--- src/rtl/clk_gat_ctrl.sv ---
// rtl/clk_gat_ctrl.sv - clock-gate enable controller with idle detection and wake settle
// All outputs come straight from flops so gate_en is glitch-free into the ICG latch.
module clk_gat_ctrl #(
    parameter int IDLE_CYCLES = 8,
    parameter int WAKE_CYCLES = 2,
    parameter int CNT_W       = 8,
    parameter int GCNT_W      = 16
) (
    input  logic              clk_in,
    input  logic              rst,
    input  logic              busy_in,
    input  logic              wake_req,
    input  logic              force_on,
    output logic              gate_en,
    output logic              ready,
    output logic              gated,
    output logic [GCNT_W-1:0] gate_cnt
);

    typedef enum logic [1:0] {
        RUN       = 2'd0,
        IDLE_WAIT = 2'd1,
        GATED     = 2'd2,
        WAKE      = 2'd3
    } state_t;

    localparam logic [CNT_W-1:0]  IDLE_LAST = CNT_W'(IDLE_CYCLES - 1);
    localparam logic [CNT_W-1:0]  WAKE_LAST = CNT_W'(WAKE_CYCLES - 1);
    localparam logic [CNT_W-1:0]  CNT_ONE   = CNT_W'(1);
    localparam logic [GCNT_W-1:0] GCNT_MAX  = '1;

    state_t            state_q;
    logic [CNT_W-1:0]  idle_cnt_q;
    logic [CNT_W-1:0]  wake_cnt_q;
    logic [GCNT_W-1:0] gate_cnt_q;
    logic [GCNT_W-1:0] gate_cnt_d;
    logic              gate_en_q;
    logic              ready_q;
    logic              gated_q;
    logic              quiet;

    assign quiet = !busy_in && !wake_req && !force_on;

    // Saturating event count: the value loaded on every entry into GATED.
    always_comb begin
        gate_cnt_d = gate_cnt_q;
        if (gate_cnt_q != GCNT_MAX) begin
            gate_cnt_d = gate_cnt_q + GCNT_W'(1);
        end
    end

    always_ff @(posedge clk_in) begin
        if (rst) begin
            state_q    <= RUN;
            idle_cnt_q <= '0;
            wake_cnt_q <= '0;
            gate_cnt_q <= '0;
            gate_en_q  <= 1'b1;
            ready_q    <= 1'b1;
            gated_q    <= 1'b0;
        end else begin
            case (state_q)
                RUN: begin
                    if (quiet) begin
                        if (IDLE_CYCLES == 1) begin
                            state_q    <= GATED;
                            idle_cnt_q <= '0;
                            gate_cnt_q <= gate_cnt_d;
                            gate_en_q  <= 1'b0;
                            ready_q    <= 1'b0;
                            gated_q    <= 1'b1;
                        end else begin
                            state_q    <= IDLE_WAIT;
                            idle_cnt_q <= CNT_ONE;
                        end
                    end
                end
                IDLE_WAIT: begin
                    // Any activity restarts the idle run from scratch.
                    if (!quiet) begin
                        state_q    <= RUN;
                        idle_cnt_q <= '0;
                    end else if (idle_cnt_q == IDLE_LAST) begin
                        state_q    <= GATED;
                        idle_cnt_q <= '0;
                        gate_cnt_q <= gate_cnt_d;
                        gate_en_q  <= 1'b0;
                        ready_q    <= 1'b0;
                        gated_q    <= 1'b1;
                    end else begin
                        idle_cnt_q <= idle_cnt_q + CNT_ONE;
                    end
                end
                GATED: begin
                    if (wake_req || force_on) begin
                        state_q    <= WAKE;
                        wake_cnt_q <= '0;
                        gate_en_q  <= 1'b1;
                        gated_q    <= 1'b0;
                    end
                end
                WAKE: begin
                    // Settle period runs to completion regardless of inputs.
                    if (wake_cnt_q == WAKE_LAST) begin
                        state_q    <= RUN;
                        wake_cnt_q <= '0;
                        ready_q    <= 1'b1;
                    end else begin
                        wake_cnt_q <= wake_cnt_q + CNT_ONE;
                    end
                end
                default: begin
                    state_q    <= RUN;
                    idle_cnt_q <= '0;
                    wake_cnt_q <= '0;
                    gate_en_q  <= 1'b1;
                    ready_q    <= 1'b1;
                    gated_q    <= 1'b0;
                end
            endcase
        end
    end

    assign gate_en  = gate_en_q;
    assign ready    = ready_q;
    assign gated    = gated_q;
    assign gate_cnt = gate_cnt_q;

endmodule

--- config.mk ---
export PLATFORM = sky130hd
export DESIGN_NAME = clk_gat_ctrl
export DESIGN_NICKNAME = d
export VERILOG_FILES = /design/src/rtl/clk_gat_ctrl.sv
export SDC_FILE = /design/constraint.sdc
export NUM_CORES = 1
export LEC_CHECK = 0
export CORE_MARGIN = 4
export CORE_UTILIZATION = 50
export CTS_BUF_LIST = sky130_fd_sc_hd__clkbuf_4 sky130_fd_sc_hd__clkbuf_8 sky130_fd_sc_hd__clkbuf_16
export DETAILED_ROUTE_END_ITERATION = 10
export PLACE_DENSITY_LB_ADDON = 0.1
export SYNTH_ARGS = -nofsm -noshare
export SYNTH_HDL_FRONTEND = slang
export SYNTH_SLANG_ARGS = --single-unit
--- constraint.sdc ---
create_clock -name clk_in -period 2.3 [get_ports clk_in]
set_input_delay 0.69 -clock clk_in [delete_from_list [all_inputs] [get_ports clk_in]]
set_output_delay 0.69 -clock clk_in [all_outputs]
set_load 0.05 [all_outputs]
* After elaboration in Yosys (flattened, before gate mapping) *
Index checks and enable logic that the tools add are counted.
W data, S select, Z words.

cells by class
  equal/unequal tests = 12
  mux-type cells = 23
  $add $sub $neg = 3
  reduce and logical (&&, ||, !) cells = 17

operator list
  cell                     count
  $mux W8                  5
  $pmux W8 S2              2
  $add A16 B1 Y16 const B  1
  $add A8 B1 Y8 const B    2
  $ne A16 B16 Y1 const B   1
  $reduce_and A4 Y1        4
  $mux W2                  5
  $ne A2 B2 Y1 const B     5
  $eq A8 B1 Y1 const B     1
  $eq A8 B3 Y1 const B     1
  $pmux W2 S4              1
  $reduce_bool A2 Y1       4
  $mux W1                  7
  $pmux W1 S2              3
  $eq A2 B2 Y1 const B     2
  $reduce_and A2 Y1        2
  $logic_not A1 Y1         3
  $ne A3 B3 Y1 const B     1
  $eq A2 B1 Y1 const B     1
  $logic_and A1 B1 Y1      2
  $logic_not A2 Y1         1
  $logic_or A1 B1 Y1       1

word-level totals
  input bits = 5
  output and inout port bits = 19
  flip-flop bits (word level) = 37

* Logic depth before layout (Yosys ltp) *
  word-level depth = 5
  mapped depth = 6

* Worst setup path after synthesis *
OpenSTA, ideal clock, no wires.

  path type = register to register
  from = reg gate_cnt_q[1] (netlist: gate_cnt[1])
  to = reg gate_cnt_q[11] (netlist: gate_cnt[11])
  path buffers = 1
  data arrival time = 2.024 ns
  cell stages (with the launch flop) = 7
  data required time = 2.179 ns
  path slack = 0.155 ns
  setup time = 0.121 ns
  path through = dfxtp_1 ha_1 nand3_1 nor4_1 buf_2 nor4b_1 mux2_2

between the ends
  longest elaborated chain between the ends = 2
  elaborated cells between the ends (all ways) = 3

RTL lines
  element                                                                  line  text
  from (decl)                                                              35    logic [GCNT_W-1:0] gate_cnt_q;
  from (signal assigned)                                                   68    gate_cnt_q <= gate_cnt_d;
  from (signal assigned)                                                   86    gate_cnt_q <= gate_cnt_d;
  parallel branches: the longest is 2 deep, another holds $add A16 B1 Y16  --

Several ways; the timed one is not identified.
A chain may end at the register's enable or synchronous reset.

* Worst setup path after layout *
  from = in busy_in
  to = reg idle_cnt_q[7]

between the ends
  longest elaborated chain between the ends = 5
  elaborated cells between the ends (all ways) = 7

RTL lines
  element                                           line  text
  from (decl)                                       11    input logic busy_in,
  $logic_not A1 Y1 (*)                              42    assign quiet = !busy_in && !wake_req && !force_on;
  $logic_and A1 B1 Y1 (*) (2 in series)             42
  $mux W8 or $ne A2 B2 Y1 (tied branches)           --
  $pmux W8 S2 or $reduce_and A2 Y1 (tied branches)  --
  to (signal assigned)                              91    idle_cnt_q <= idle_cnt_q + CNT_ONE;
  to (decl)                                         33    logic [CNT_W-1:0] idle_cnt_q;

Mark *: on every way between the ends. The rest lies on a longest branch, timed or not.

==> impl_metrics.tcl <==
set metrics [dict create \
    antenna_found_initial 0 \
    crit_type "in -> reg" \
    worst_slack_ns 0.0157 \
    maxCapViolCount 0 \
    powerDensity_nw_per_um2 461 \
    ant_nets 0 \
    synth_nets 236 \
    grt_pass1_vias 1710 \
    synth_top_cell_by_area "dfxtp_1" \
    clk_pin_slew_ns 0.08 \
    worst_setup_path_start_kind "input pin" \
    async_flop_share_pct 0 \
    r2r_end "gate_cnt[9]$_SDFFE_PP0P_" \
    yosys-top-cells-area "dfxtp_1, mux2_2, nor2_1" \
    slew_headroom_pct 66.2 \
    placed_cell_area_sq_um 2360 \
    min_path_type "reg -> reg" \
    ir_worst_vdd_mv 0.460 \
    period_share_pct 99.3 \
    end_kind "register" \
    nNetsFinal 275 \
    slew_violations 0 \
    holdPathEnd "ready$_SDFFE_PP1P_" \
    initial_utilization_pct 52.9 \
    dr.pass1.iters 4 \
    hold_depth 2 \
    wirelength_mm 4.36 \
    clock-skew-final_ns 0.00807 \
    netlist.area_leader.share_pct 37.1 \
    ys.warnings.count 0 \
    tightest_slew_ns 0.505 \
    yosys.area_share.simple_pct 30.5 \
    synth_top_family_by_area "simple AND/OR/NAND/NOR gates" \
    finalInstanceArea_sq_um 2550 \
    ios 24 \
    period_needed_ns 2.28 \
    first_iter_violations 92 \
    gp_congestion 0.766 \
    synth_edf_count 0 \
    syn2layout_area_growth_pct 27.7 \
    synth_mux_area_share_pct 4.51 \
    vias 1836 \
    status "finished, final reports clean" \
    p_leak_nw 0.998 \
    layout_common_cells "dfxtp_1, nor2_1, buf_4" \
    syn_inst 226 \
    insertion_delay_ns 0.29 \
    final.setup.tns_ns 0 \
    fin_cells 314 \
    grt_max_degree 41 \
    cts_sinks 37 \
    fmax_mhz 438 \
    min_from "ready$_SDFFE_PP1P_" \
    via_per_inst 5.85 \
    synth_fa_ha_area_share_pct 3.13 \
    clockBufferDepth 2 \
    reg2reg_depth 5 \
    layout_commonest_cell "dfxtp_1" \
    grt-ovfl-total 0 \
    drive_above_1_share_pct 20.7 \
    seq_area_frac_synth_pct 37.1 \
    dp.cells 303 \
    ys_types 48 \
    syn_avg_cell_area_sq_um 8.83 \
    r2r_setup_slack_ns 0.19 \
    cts_inserted_buffers 5 \
    cts-root-buf "clkbuf_8" \
    hpwl_mm 2.96 \
    htree_levels 2 \
    arrival_ns 2.49 \
    cp.required_ns 2.50 \
    die-area_sq_um 5070 \
    fp.coreArea_sq_um 3770 \
    pre_cts_ws_ns -0.390 \
    post_cts_hold_buffer_count 0 \
    antenna_cells 0 \
    portBuffers 23 \
    setup_viol 0 \
    ys.flop_type "dfxtp_1" \
    synth_xor_xnor_area_share_pct 2.63 \
    path_max_fanout 5 \
    wl_per_cell_microns 13.9 \
    finalPower_mw 1.17 \
    hold_viol 0 \
    utilization_pct 67.6 \
    drc 0 \
    fp.dieW_microns 71.2 \
    worstReg2RegStart "idle_cnt_q[0]$_SDFFE_PP0P_" \
    track_usage_pct 18.2 \
    fp.dieH_microns 71.2 \
    ys_seq_elements 37 \
    synth_area_sq_um 2000 \
    holdWs_ns 0.460 \
    grt_pass1_wl_mm 7.72 \
    synth_compound_gate_area_share_pct 17.4 \
    num_rows 22 \
    tritoncts "yes" \
]
## final cells by class
type | count | area [sq um]
Multi-Input combinational cell | 171 | 1220
Fill cell | 310 | 1220
Tap cell | 48 | 60.1
Sequential cell | 37 | 741
Clock buffer | 6 | 82.6
Timing Repair Buffer | 42 | 399
Inverter | 8 | 30.0
Clock inverter | 2 | 13.8
## critical path, stage by stage
cell and delay [ns]:
clkdlybuf4s50_1 0.46, or4_4 0.52, a211oi_4 0.31, buf_6 0.16, a41oi_1 0.10, a311oi_1 0.25
## kinds of logic after synthesis
logic type / count (synthesis)
adders and majority gates: 5
DFF: 37
buffers and inverters: 19
muxes: 8
AOI/OAI and AO/OA: 49
and+or+nand+nor: 102
xor gates and xnor gates: 6
## what timing repair did
action                                  CTS  global route
hold endpoints to repair                  0             0
pin swaps                                 5             3
resized for setup                         6             9
buffers inserted                          0             1
endpoints found under the setup margin    8            12
gates cloned                              1             1
## power by group
group / switching, mW / total [mW] / internal [mW]
clock: 0.234 / 0.477 / 0.243
sequential: 0.00133 / 0.643 / 0.641
combinational: 0.0309 / 0.0549 / 0.0240
## registers in the layout, summed over array words and instances, names as in the netlist, named ones only
name	flops
gate_cnt	16
idle_cnt_q	8
state_q	1
gated	1
ready	1
gate_en	1
wake_cnt_q	8
## worst max path at each step
| stage | start | to | cells after the start |
|---|---|---|---|
| floorplan | gate_cnt[1]$_SDFFE_PP0P_ | gate_cnt[11]$_SDFFE_PP0P_ | 6 |
| global placement | wake_req | gate_cnt[11]$_SDFFE_PP0P_ | 6 |
| detailed placement | wake_req | gate_cnt[11]$_SDFFE_PP0P_ | 6 |
| CTS | wake_req | gate_cnt[5]$_SDFFE_PP0P_ | 6 |
| global route | busy_in | idle_cnt_q[7]$_SDFFE_PP0P_ | 6 |
| finish | busy_in | idle_cnt_q[7]$_SDFFE_PP0P_ | 6 |
## cells in the mapped netlist (2+ instances only)
| cell type | n |
|---|---|
| clkbuf_1 | 6 |
| dfxtp_1 | 37 |
| ha_1 | 5 |
| xnor2_1 | 2 |
| nor4_1 | 5 |
| a311oi_1 | 7 |
| nand2b_1 | 3 |
| or4_1 | 4 |
| nor2_1 | 23 |
| or3_1 | 4 |
| mux2_2 | 8 |
| o21ai_0 | 9 |
| inv_1 | 8 |
| and4_1 | 3 |
| o31ai_1 | 5 |
| o21a_1 | 2 |
| and3_1 | 4 |
| o21bai_1 | 2 |
| a41oi_1 | 3 |
| buf_6 | 3 |
| nor3_1 | 9 |
| xor2_1 | 4 |
| nor2b_1 | 6 |
| nand3_1 | 9 |
| nand2_1 | 12 |
| nand4_1 | 9 |
| a21oi_1 | 13 |
## per-layer routing
metal / wire (microns) / part of all wire [%] / vias up / global-route usage (%)
li1: - / - / 929 / -
met5: 0 / 0 / - / 0
met2: 2030 / 47 / 48 / 28.5
met3: 196 / 4.5 / 6 / 3.69
met4: 44 / 1.0 / 0 / 5.85
met1: 2090 / 48 / 853 / 25.1
Note: power is estimated with default switching activity, not from simulation.
